**src/rtl/axi_lite_pkg.sv**
```systemverilog
// Shared AXI4-Lite definitions used by the CSR master and the CSR slave.
//   resp_t       : BRESP/RRESP encodings
//   mst_state_t  : axi_lite_master transaction state
//   PROT_DEFAULT : AxPROT value driven on every request
package axi_lite_pkg;

  typedef enum logic [1:0] {
    RESP_OKAY   = 2'b00,
    RESP_EXOKAY = 2'b01,
    RESP_SLVERR = 2'b10,
    RESP_DECERR = 2'b11
  } resp_t;

  typedef enum logic [2:0] {
    ST_IDLE,
    ST_WR_REQ,
    ST_WR_RESP,
    ST_RD_REQ,
    ST_RD_RESP,
    ST_RSP
  } mst_state_t;

  localparam logic [2:0] PROT_DEFAULT = 3'b000;

endpackage

```
**src/rtl/axi_lite_master.sv**
```systemverilog
// Single-outstanding AXI4-Lite initiator driven by a cmd/rsp valid-ready pair.
//   clk, rst_n            : clock, asynchronous active-low reset
//   cmd_*                 : request in (write flag, address, data, strobes)
//   rsp_*                 : response out (read data, BRESP/RRESP, watchdog flag)
//   busy                  : a transaction is in flight or awaiting rsp_ready
//   m_axi_*               : AXI4-Lite master channels AW/W/B/AR/R
// A watchdog aborts a transaction that stalls for TIMEOUT_CYCLES cycles
// (0 disables it) and returns SLVERR with rsp_timeout set.
module axi_lite_master
  import axi_lite_pkg::*;
#(
  parameter int ADDR_WIDTH     = 8,
  parameter int DATA_WIDTH     = 32,
  parameter int TIMEOUT_CYCLES = 1024
) (
  input  logic                    clk,
  input  logic                    rst_n,
  input  logic                    cmd_valid,
  output logic                    cmd_ready,
  input  logic                    cmd_write,
  input  logic [ADDR_WIDTH-1:0]   cmd_addr,
  input  logic [DATA_WIDTH-1:0]   cmd_wdata,
  input  logic [DATA_WIDTH/8-1:0] cmd_wstrb,
  output logic                    rsp_valid,
  input  logic                    rsp_ready,
  output logic [DATA_WIDTH-1:0]   rsp_rdata,
  output logic [1:0]              rsp_resp,
  output logic                    rsp_timeout,
  output logic                    busy,
  output logic                    m_axi_awvalid,
  input  logic                    m_axi_awready,
  output logic [ADDR_WIDTH-1:0]   m_axi_awaddr,
  output logic [2:0]              m_axi_awprot,
  output logic                    m_axi_wvalid,
  input  logic                    m_axi_wready,
  output logic [DATA_WIDTH-1:0]   m_axi_wdata,
  output logic [DATA_WIDTH/8-1:0] m_axi_wstrb,
  input  logic                    m_axi_bvalid,
  output logic                    m_axi_bready,
  input  logic [1:0]              m_axi_bresp,
  output logic                    m_axi_arvalid,
  input  logic                    m_axi_arready,
  output logic [ADDR_WIDTH-1:0]   m_axi_araddr,
  output logic [2:0]              m_axi_arprot,
  input  logic                    m_axi_rvalid,
  output logic                    m_axi_rready,
  input  logic [DATA_WIDTH-1:0]   m_axi_rdata,
  input  logic [1:0]              m_axi_rresp
);

  localparam int CW    = (TIMEOUT_CYCLES > 1) ? $clog2(TIMEOUT_CYCLES) : 1;
  localparam int LIMIT = (TIMEOUT_CYCLES > 0) ? TIMEOUT_CYCLES - 1 : 0;

  mst_state_t state_q, state_d;

  logic [ADDR_WIDTH-1:0]   addr_q,  addr_d;
  logic [DATA_WIDTH-1:0]   wdata_q, wdata_d;
  logic [DATA_WIDTH/8-1:0] wstrb_q, wstrb_d;
  logic awvalid_q, awvalid_d, wvalid_q, wvalid_d, arvalid_q, arvalid_d;
  logic bready_q, bready_d, rready_q, rready_d;
  logic aw_done_q, aw_done_d, w_done_q, w_done_d;
  logic rsp_valid_q, rsp_valid_d, rsp_timeout_q, rsp_timeout_d;
  logic [1:0]              rsp_resp_q,  rsp_resp_d;
  logic [DATA_WIDTH-1:0]   rsp_rdata_q, rsp_rdata_d;
  logic [CW-1:0]           wd_cnt_q,    wd_cnt_d;

  logic aw_hs, w_hs, aw_fin, w_fin, wd_expire, timeout_hit;

  assign aw_hs  = awvalid_q & m_axi_awready;
  assign w_hs   = wvalid_q & m_axi_wready;
  assign aw_fin = aw_done_q | aw_hs;
  assign w_fin  = w_done_q | w_hs;
  // Counter holds the number of wait cycles already spent, so expiry on
  // LIMIT ends the transaction after exactly TIMEOUT_CYCLES wait cycles.
  assign wd_expire = (TIMEOUT_CYCLES != 0) && (wd_cnt_q == CW'(LIMIT));

  // State register
  always_ff @(posedge clk or negedge rst_n) begin
    if (!rst_n) state_q <= ST_IDLE;
    else        state_q <= state_d;
  end

  // Next-state logic; a completing handshake takes priority over expiry
  always_comb begin
    state_d = state_q;
    unique case (state_q)
      ST_IDLE:    if (cmd_valid) state_d = cmd_write ? ST_WR_REQ : ST_RD_REQ;
      ST_WR_REQ:  if (aw_fin && w_fin) state_d = ST_WR_RESP;
                  else if (wd_expire)  state_d = ST_RSP;
      ST_WR_RESP: if (m_axi_bvalid || wd_expire) state_d = ST_RSP;
      ST_RD_REQ:  if (m_axi_arready) state_d = ST_RD_RESP;
                  else if (wd_expire) state_d = ST_RSP;
      ST_RD_RESP: if (m_axi_rvalid || wd_expire) state_d = ST_RSP;
      ST_RSP:     if (rsp_ready) state_d = ST_IDLE;
      default:    state_d = ST_IDLE;
    endcase
  end

  // Output logic: next values of the registered outputs
  always_comb begin
    addr_d        = addr_q;
    wdata_d       = wdata_q;
    wstrb_d       = wstrb_q;
    awvalid_d     = awvalid_q;
    wvalid_d      = wvalid_q;
    arvalid_d     = arvalid_q;
    bready_d      = bready_q;
    rready_d      = rready_q;
    aw_done_d     = aw_done_q;
    w_done_d      = w_done_q;
    rsp_valid_d   = rsp_valid_q;
    rsp_timeout_d = rsp_timeout_q;
    rsp_resp_d    = rsp_resp_q;
    rsp_rdata_d   = rsp_rdata_q;
    wd_cnt_d      = wd_cnt_q;
    timeout_hit   = 1'b0;
    unique case (state_q)
      ST_IDLE: begin
        wd_cnt_d = '0;
        if (cmd_valid) begin
          addr_d    = cmd_addr;
          wdata_d   = cmd_wdata;
          wstrb_d   = cmd_wstrb;
          aw_done_d = 1'b0;
          w_done_d  = 1'b0;
          if (cmd_write) begin
            awvalid_d = 1'b1;
            wvalid_d  = 1'b1;
          end else begin
            arvalid_d = 1'b1;
          end
        end
      end
      ST_WR_REQ: begin
        wd_cnt_d = wd_cnt_q + CW'(1);
        if (aw_hs) begin
          awvalid_d = 1'b0;
          aw_done_d = 1'b1;
        end
        if (w_hs) begin
          wvalid_d = 1'b0;
          w_done_d = 1'b1;
        end
        if (aw_fin && w_fin) bready_d    = 1'b1;
        else if (wd_expire)  timeout_hit = 1'b1;
      end
      ST_WR_RESP: begin
        wd_cnt_d = wd_cnt_q + CW'(1);
        if (m_axi_bvalid) begin
          bready_d      = 1'b0;
          rsp_valid_d   = 1'b1;
          rsp_resp_d    = m_axi_bresp;
          rsp_rdata_d   = '0;
          rsp_timeout_d = 1'b0;
        end else if (wd_expire) begin
          timeout_hit = 1'b1;
        end
      end
      ST_RD_REQ: begin
        wd_cnt_d = wd_cnt_q + CW'(1);
        if (m_axi_arready) begin
          arvalid_d = 1'b0;
          rready_d  = 1'b1;
        end else if (wd_expire) begin
          timeout_hit = 1'b1;
        end
      end
      ST_RD_RESP: begin
        wd_cnt_d = wd_cnt_q + CW'(1);
        if (m_axi_rvalid) begin
          rready_d      = 1'b0;
          rsp_valid_d   = 1'b1;
          rsp_resp_d    = m_axi_rresp;
          rsp_rdata_d   = m_axi_rdata;
          rsp_timeout_d = 1'b0;
        end else if (wd_expire) begin
          timeout_hit = 1'b1;
        end
      end
      ST_RSP: if (rsp_ready) rsp_valid_d = 1'b0;
      default: ;
    endcase
    if (timeout_hit) begin
      awvalid_d     = 1'b0;
      wvalid_d      = 1'b0;
      arvalid_d     = 1'b0;
      bready_d      = 1'b0;
      rready_d      = 1'b0;
      rsp_valid_d   = 1'b1;
      rsp_timeout_d = 1'b1;
      rsp_resp_d    = RESP_SLVERR;
      rsp_rdata_d   = '0;
    end
  end

  always_ff @(posedge clk or negedge rst_n) begin
    if (!rst_n) begin
      addr_q        <= '0;
      wdata_q       <= '0;
      wstrb_q       <= '0;
      awvalid_q     <= 1'b0;
      wvalid_q      <= 1'b0;
      arvalid_q     <= 1'b0;
      bready_q      <= 1'b0;
      rready_q      <= 1'b0;
      aw_done_q     <= 1'b0;
      w_done_q      <= 1'b0;
      rsp_valid_q   <= 1'b0;
      rsp_timeout_q <= 1'b0;
      rsp_resp_q    <= '0;
      rsp_rdata_q   <= '0;
      wd_cnt_q      <= '0;
    end else begin
      addr_q        <= addr_d;
      wdata_q       <= wdata_d;
      wstrb_q       <= wstrb_d;
      awvalid_q     <= awvalid_d;
      wvalid_q      <= wvalid_d;
      arvalid_q     <= arvalid_d;
      bready_q      <= bready_d;
      rready_q      <= rready_d;
      aw_done_q     <= aw_done_d;
      w_done_q      <= w_done_d;
      rsp_valid_q   <= rsp_valid_d;
      rsp_timeout_q <= rsp_timeout_d;
      rsp_resp_q    <= rsp_resp_d;
      rsp_rdata_q   <= rsp_rdata_d;
      wd_cnt_q      <= wd_cnt_d;
    end
  end

  assign cmd_ready     = (state_q == ST_IDLE);
  assign busy          = (state_q != ST_IDLE);
  assign rsp_valid     = rsp_valid_q;
  assign rsp_rdata     = rsp_rdata_q;
  assign rsp_resp      = rsp_resp_q;
  assign rsp_timeout   = rsp_timeout_q;
  assign m_axi_awvalid = awvalid_q;
  assign m_axi_awaddr  = addr_q;
  assign m_axi_awprot  = PROT_DEFAULT;
  assign m_axi_wvalid  = wvalid_q;
  assign m_axi_wdata   = wdata_q;
  assign m_axi_wstrb   = wstrb_q;
  assign m_axi_bready  = bready_q;
  assign m_axi_arvalid = arvalid_q;
  assign m_axi_araddr  = addr_q;
  assign m_axi_arprot  = PROT_DEFAULT;
  assign m_axi_rready  = rready_q;

endmodule
```
**config.mk**
```make
export PLATFORM = sky130hd
export DESIGN_NAME = axi_lite_master
export DESIGN_NICKNAME = d
export VERILOG_FILES = /design/src/rtl/axi_lite_pkg.sv /design/src/rtl/axi_lite_master.sv
export SDC_FILE = /design/constraint.sdc
export NUM_CORES = 1
export LEC_CHECK = 0
export ABC_AREA = 0
export CAP_MARGIN = 25
export CELL_PAD_IN_SITES_DETAIL_PLACEMENT = 0
export CELL_PAD_IN_SITES_GLOBAL_PLACEMENT = 1
export CORE_UTILIZATION = 32
export DETAILED_ROUTE_END_ITERATION = 8
export GPL_ROUTABILITY_DRIVEN = 0
export GPL_TIMING_DRIVEN = 0
export PLACE_DENSITY = 0.87
export SLEW_MARGIN = 15
export SYNTH_ARGS = -nofsm -noshare
export SYNTH_HDL_FRONTEND = slang
export SYNTH_SLANG_ARGS = --single-unit
```
**constraint.sdc**
```tcl
create_clock -name clk -period 2.67 [get_ports clk]
set_clock_uncertainty 0.15 [all_clocks]
set_input_delay 0.534 -clock clk [delete_from_list [all_inputs] [get_ports clk]]
set_output_delay 0.534 -clock clk [all_outputs]
set_load 0.02 [all_outputs]
```
==> flow_summary.json, run 1 <==
{
  "power_density_nw_per_um2": 922,
  "dp.cells": 734,
  "wirelength_mm": 11.5,
  "multi_input_area_sq_um": 1660,
  "chipHeight_um": 119,
  "timing.hold.ws_ns": -0.0118,
  "dp_hpwl_mm": 8.67,
  "fin_cells": 750,
  "critPathArrivalTime_ns": 1.85,
  "netlist_instances": 368,
  "period_share_pct": 94.9,
  "post-route-min-period_ns": 2.53,
  "num-fill-cells": 1219,
  "worst_slew_pin_slew_ns": 0.496,
  "cts_setup_buffers": 0,
  "first_global_vias": 3754,
  "rsz0062_at_grt": "false",
  "grt_max_degree": 52,
  "design.die.area_sq_um": 14200,
  "grt_pass1_wl_mm": 19.3,
  "setup-tns-final_ns": 0,
  "ys_ff_latch": 100,
  "ys_seq_area_share_pct": 56.9,
  "drive_gt1_share_pct": 16.9,
  "reg2reg_depth": 6,
  "setup_viol": 0,
  "critPathCaptureType": "output pin",
  "hold_viol_final": 6,
  "drt_iter0_drc": 203,
  "worstPathCellList": "buf_2 -> nor2_4 -> nand2_1 -> inv_1 -> buf_4 -> clkdlybuf4s15_1",
  "slowest_stage": "dfrtp_1",
  "worst-path-stages": 6,
  "via_per_inst": 4.80,
  "slew_viol_final": 0,
  "io_buffers": 184,
  "num-nets-final": 660,
  "area_delta_synth_final_pct": 56.1,
  "layout_setup_ws_ns": 0.137,
  "required_ns": 1.99,
  "wire_per_inst_um": 15.4,
  "max_freq_mhz": 395,
  "die-width_um": 119,
  "intPower_uw": 4350,
  "clock-sinks": 100,
  "layout_common_cells": "clkdlybuf4s50_1, dfrtp_1, nor2_1, a22oi_1, mux2_2",
  "clk_pin_slew_ns": 0.07,
  "r2r_end": "m_axi_awvalid$_DFFE_PN0P_",
  "initial_core_util_pct": 33.0,
  "crit_path_start_kind": "register",
  "grtUsageTotal_pct": 17.1,
  "n_antenna_cell": 0,
  "crit_path_start": "state_q[1]$_DFFE_PN0P_",
  "hold_path.class": "in2async",
  "p_sw_uw": 1980,
  "critPathTopFamily": "buffers and inverters",
  "synth_cell_types": 46,
  "ir_drop_mv": 0.373,
  "grt_overflow": 0,
  "drc": 0,
  "r2r_setup_slack_ns": 0.38,
  "cts_tree": "yes",
  "layout_commonest_cell": "clkdlybuf4s50_1",
  "max_cap_viol_count": 0,
  "timing.rr.start": "state_q[1]$_DFFE_PN0P_",
  "endpoint": "cmd_ready",
  "violations": "negative hold slack",
  "p_seq_share_pct": 35.5,
  "worstSetupPathType": "reg2out",
  "power_leakage_uw": 0.00308,
  "crit_path_max_fanout": 10,
  "combPwrFrac_pct": 40.8,
  "insertion_delay_ns": 0.33,
  "pre_cts_ws_ns": -0.106,
  "p_clk_share_pct": 23.7,
  "drt_pre_antenna_iters": 4,
  "io_pins": 191,
  "fp.coreArea_sq_um": 13300,
  "vias": 3599,
  "post-route-util_pct": 51.5,
  "cts-root-buf": "clkbuf_16",
  "ys.warnings.count": 0,
  "crit_path_max_incr_delay_ns": 0.38,
  "ff_latch_area_sq_um": 2500,
  "antenna_left": 0,
  "p_sw_share_pct": 31.3,
  "antenna_found_initial": 0,
  "cts_buffers": 9,
  "slew-limit-headroom_pct": 66.8,
  "synth_area_sq_um": 4400,
  "critPathBufInv": 4,
  "h-tree-depth": 3,
  "status": "complete, but fails checks",
  "avgSynthCellArea_sq_um": 12.0,
  "clockBufferDepth": 2,
  "rows": 42
}
cells in the mapped netlist, drive strengths merged:
library cell  number  area [sq um]
a21oi             10          53.8
nor4bb             1          10.0
a22oi             32           240
o31a               2          17.5
conb               1          3.75
mux2i              1          10.0
a31oi              1          6.26
nand3b             2          15.0
or4b               1          13.8
a211oi             2          15.0
o21a               1          7.51
and3               2          12.5
xnor2              3          26.3
nor2              45           169
a311oi             1          8.76
mux2              44           563
or3b               1          8.76
nor4               2          12.5
nor2b              1          6.26
or3                5          31.3
nand3             10          50.1
a32o               3          30.0
a21o               4          30.0
and2               2          12.5
buf               32           221
nor4b              1          8.76
dfrtp            100          2500
a41o               1          10.0
inv                5          18.8
a221oi             2          17.5
ha                 1          12.5
o21ai              9          45.0
xor2               4          35.0
nor3b              1          12.5
nand2             16          60.1
nor3               5          25.0
o21bai             3          22.5
nand4              4          25.0
a211o              1          8.76
clkbuf             6          22.5
per-layer routing:
layer | GRT usage, % | vias to the layer above | part of all wire [%] | routed length, um
met5 | 0 | - | 0 | 0
met1 | 22.3 | 1737 | 44 | 5060
li1 | - | 1700 | - | -
met4 | 4.83 | 0 | 1.4 | 158
met2 | 26.9 | 151 | 46 | 5350
met3 | 5.89 | 11 | 8.5 | 985
power groups by stage:
stage                     Combinational (uW)  Sequential (uW)  Clock (uW)
after floorplan                          896             2720           0
after detailed placement                2600             2280           0
final                                   2580             2250        1500
after CTS                               2610             2260        1550
after global routing                    2750             2320        1620
after global placement                  2560             2250           0
cells by family after synthesis:
kind of cell               Yosys count  share of synthesized area (%)
other                                1                         0.0852
AOI/OAI and AO/OA                   72                           11.7
xor gates and xnor gates             7                           1.39
buffers and inverters               43                           5.97
adders and majority gates            1                          0.284
and+or+nand+nor                     99                           10.7
DFF                                100                           56.9
muxes                               45                           13.0
cell type report:
type / count / share of cell area (%)
flip-flops and latches: 100 / 36.4
repair buffers: 185 / 27.2
multi-input cells: 230 / 24.2
plain buffers: 38 / 3.55
clock buffers: 11 / 3.53
well taps: 176 / 3.21
clock inverters: 5 / 1.57
inverters: 5 / 0.273
repair_timing:
action,in CTS,in global routing
setup endpoints to repair,2,1
hold buffers,0,0
gates resized for setup,3,1
pin swaps,0,0
flip-flops by register name (all words and copies together), names as in the netlist, 2 cells and up:
name and count:
m_axi_araddr 8, m_axi_wstrb 4, state_q 3, rsp_rdata 32, wd_cnt_q 10, m_axi_wdata 32, rsp_resp 2
how the worst min path moves through the flow:
stage,endpoint,cells after the start
final,m_axi_wdata[29]$_DFFE_PN0P_,1
after global routing,m_axi_araddr[7]$_DFFE_PN0P_,1
after CTS,m_axi_wdata[24]$_DFFE_PN0P_,1
after detailed placement,rsp_timeout$_DFFE_PN0P_,1
after global placement,rsp_timeout$_DFFE_PN0P_,1
after floorplan,aw_done_q$_DFFE_PN0P_,0
through the flow:
step | power (uW) | hold slack, ns | area (sq um)
finish | 6340 | -0.0118 | 6870
global route | 6690 | 0.0146 | 6870
CTS | 6420 | 0.00529 | 6870
detailed placement | 4880 | 0.323 | 6510
global placement | 4810 | 0.316 | 6480
floorplan | 3610 | 0.0884 | 4420
(Power assumes the default switching activity.)
==> inputs of run 2 (changes only) <==
Settings changed: SKIP_CTS_REPAIR_TIMING set to 1.
==> run 2 against run 1 <==
The run still ends with negative hold slack left. Cell area about the same. Count of clock-buffer cells in the layout did not move. Fmax increased by 0.97%. Sequential share of layout area barely moved. Sequential cell count is the same. Sequential power about the same. Register-to-register slack worse by 0.03 ns. Non-clock buffer count unchanged. Global-route usage hardly changed. Critical endpoint is now busy. Highest routed layer unchanged.
==> flow_summary.json, run 2 (synthesis gave the netlist of run 1 again) <==
{
  "status": "complete, but fails checks",
  "violations": "negative hold slack",
  "first_global_vias": 3751,
  "antenna_found_initial": 0,
  "timing.hold.ws_ns": -0.0116,
  "drt_iter0_drc": 186,
  "grt_pass1_wl_mm": 19.3,
  "required_ns": 1.99,
  "insertion_delay_ns": 0.33,
  "slew_viol_final": 0,
  "grt_overflow": 0,
  "post-route-min-period_ns": 2.51,
  "worst_slew_pin_slew_ns": 0.525,
  "hold_viol_final": 7,
  "n_antenna_cell": 0,
  "clock-sinks": 100,
  "wire_per_inst_um": 15.4,
  "setup_viol": 0,
  "drc": 0,
  "cts_buffers": 9,
  "grt_max_degree": 52,
  "finalPower_uw": 6340,
  "max_cap_viol_count": 0,
  "die-width_um": 119,
  "antenna_left": 0,
  "reg2reg_depth": 6,
  "layout_setup_ws_ns": 0.161,
  "timing.rr.start": "state_q[1]$_DFFE_PN0P_",
  "wirelength_mm": 11.6,
  "fp.coreArea_sq_um": 13300,
  "r2r_setup_slack_ns": 0.35,
  "critPathCaptureType": "output pin",
  "h-tree-depth": 3,
  "dp_hpwl_mm": 8.67,
  "io_buffers": 184,
  "period_share_pct": 94.0,
  "pre_cts_ws_ns": -0.106,
  "num-fill-cells": 1219,
  "cts-root-buf": "clkbuf_16",
  "layout_common_cells": "clkdlybuf4s50_1, dfrtp_1, nor2_1, a22oi_1, mux2_2",
  "via_per_inst": 4.82,
  "power_density_nw_per_um2": 923,
  "clk_pin_slew_ns": 0.07,
  "ir_drop_mv": 0.373,
  "hold_path.class": "in2async",
  "drt_pre_antenna_iters": 4,
  "initial_core_util_pct": 33.0,
  "slew-limit-headroom_pct": 64.8,
  "area_delta_synth_final_pct": 56.1,
  "power_leakage_uw": 0.00309,
  "io_pins": 191,
  "cts_tree": "yes",
  "setup-tns-final_ns": 0,
  "grtUsageTotal_pct": 17.1,
  "critPathArrivalTime_ns": 1.83,
  "vias": 3615,
  "num-nets-final": 660,
  "layout_commonest_cell": "clkdlybuf4s50_1",
  "drive_gt1_share_pct": 16.9,
  "r2r_end": "m_axi_awvalid$_DFFE_PN0P_",
  "crit_path_max_fanout": 10,
  "rsz0062_at_grt": "false",
  "crit_path_start_kind": "register",
  "max_freq_mhz": 399,
  "design.die.area_sq_um": 14200,
  "chipHeight_um": 119,
  "rows": 42,
  "clockBufferDepth": 2,
  "worstSetupPathType": "reg2out"
}
run 2: cell count changes in the layout (fill, tap and decap cells not counted):
cell             before  now
clkdlybuf4s15_1       1    0
dlymetal6s2s_1        0    1
run 2: layout make-up:
| cell class | count | area, sq um | share of cell area, % |
|---|---|---|---|
| Tap cell | 176 | 220 | 3.20 |
| Multi-Input combinational cell | 230 | 1660 | 24.2 |
| Timing Repair Buffer | 185 | 1870 | 27.3 |
| Buffer | 38 | 244 | 3.55 |
| Sequential cell | 100 | 2500 | 36.4 |
| Inverter | 5 | 18.8 | 0.273 |
| Clock buffer | 11 | 243 | 3.53 |
| Clock inverter | 5 | 108 | 1.57 |
run 2: layer usage:
layer	vias to the layer above	wire [um]	GRT usage (%)
met5	-	0	0
li1	1699	-	-
met1	1755	5110	22.3
met2	150	5340	26.9
met3	11	961	5.89
met4	0	158	4.83
run 2: power by group:
part,switching [uW],total [uW],internal [uW],leakage (uW)
Combinational,1150,2590,1440,0.00163
Clock,554,1500,947,0.000170
Sequential,285,2250,1970,0.00129
run 2: worst max-delay path, cell delays in order, from the launching register on:
cell	delay, ns
dfrtp_1	0.38
buf_2	0.19
nor2_4	0.22
nand2_1	0.14
clkdlybuf4s50_1	0.56
run 2: worst max-delay path by stage:
stage	from	end	slack (ns)	depth (start not counted)
final	state_q[1]$_DFFE_PN0P_	busy	0.16	4
after CTS	state_q[1]$_DFFE_PN0P_	cmd_ready	-0.48	6
after global placement	rst_n	rsp_rdata[29]$_DFFE_PN0P_	-2.78	1
after detailed placement	state_q[1]$_DFFE_PN0P_	cmd_ready	-0.11	6
after global routing	state_q[1]$_DFFE_PN0P_	busy	0.08	4
after floorplan	state_q[1]$_DFFE_PN0P_	cmd_ready	0.66	5
run 2: per-stage QoR:
stage / cell area [sq um] / util (%) / std cells
2_1_floorplan: 4420 / - / 373
3_3_place_gp: 6480 / 48.6 / 733
3_5_place_dp: 6510 / 48.8 / 734
4_1_cts: 6860 / 51.4 / 750
5_1_grt: 6870 / 51.5 / 750
6_report: 6870 / 51.5 / 750
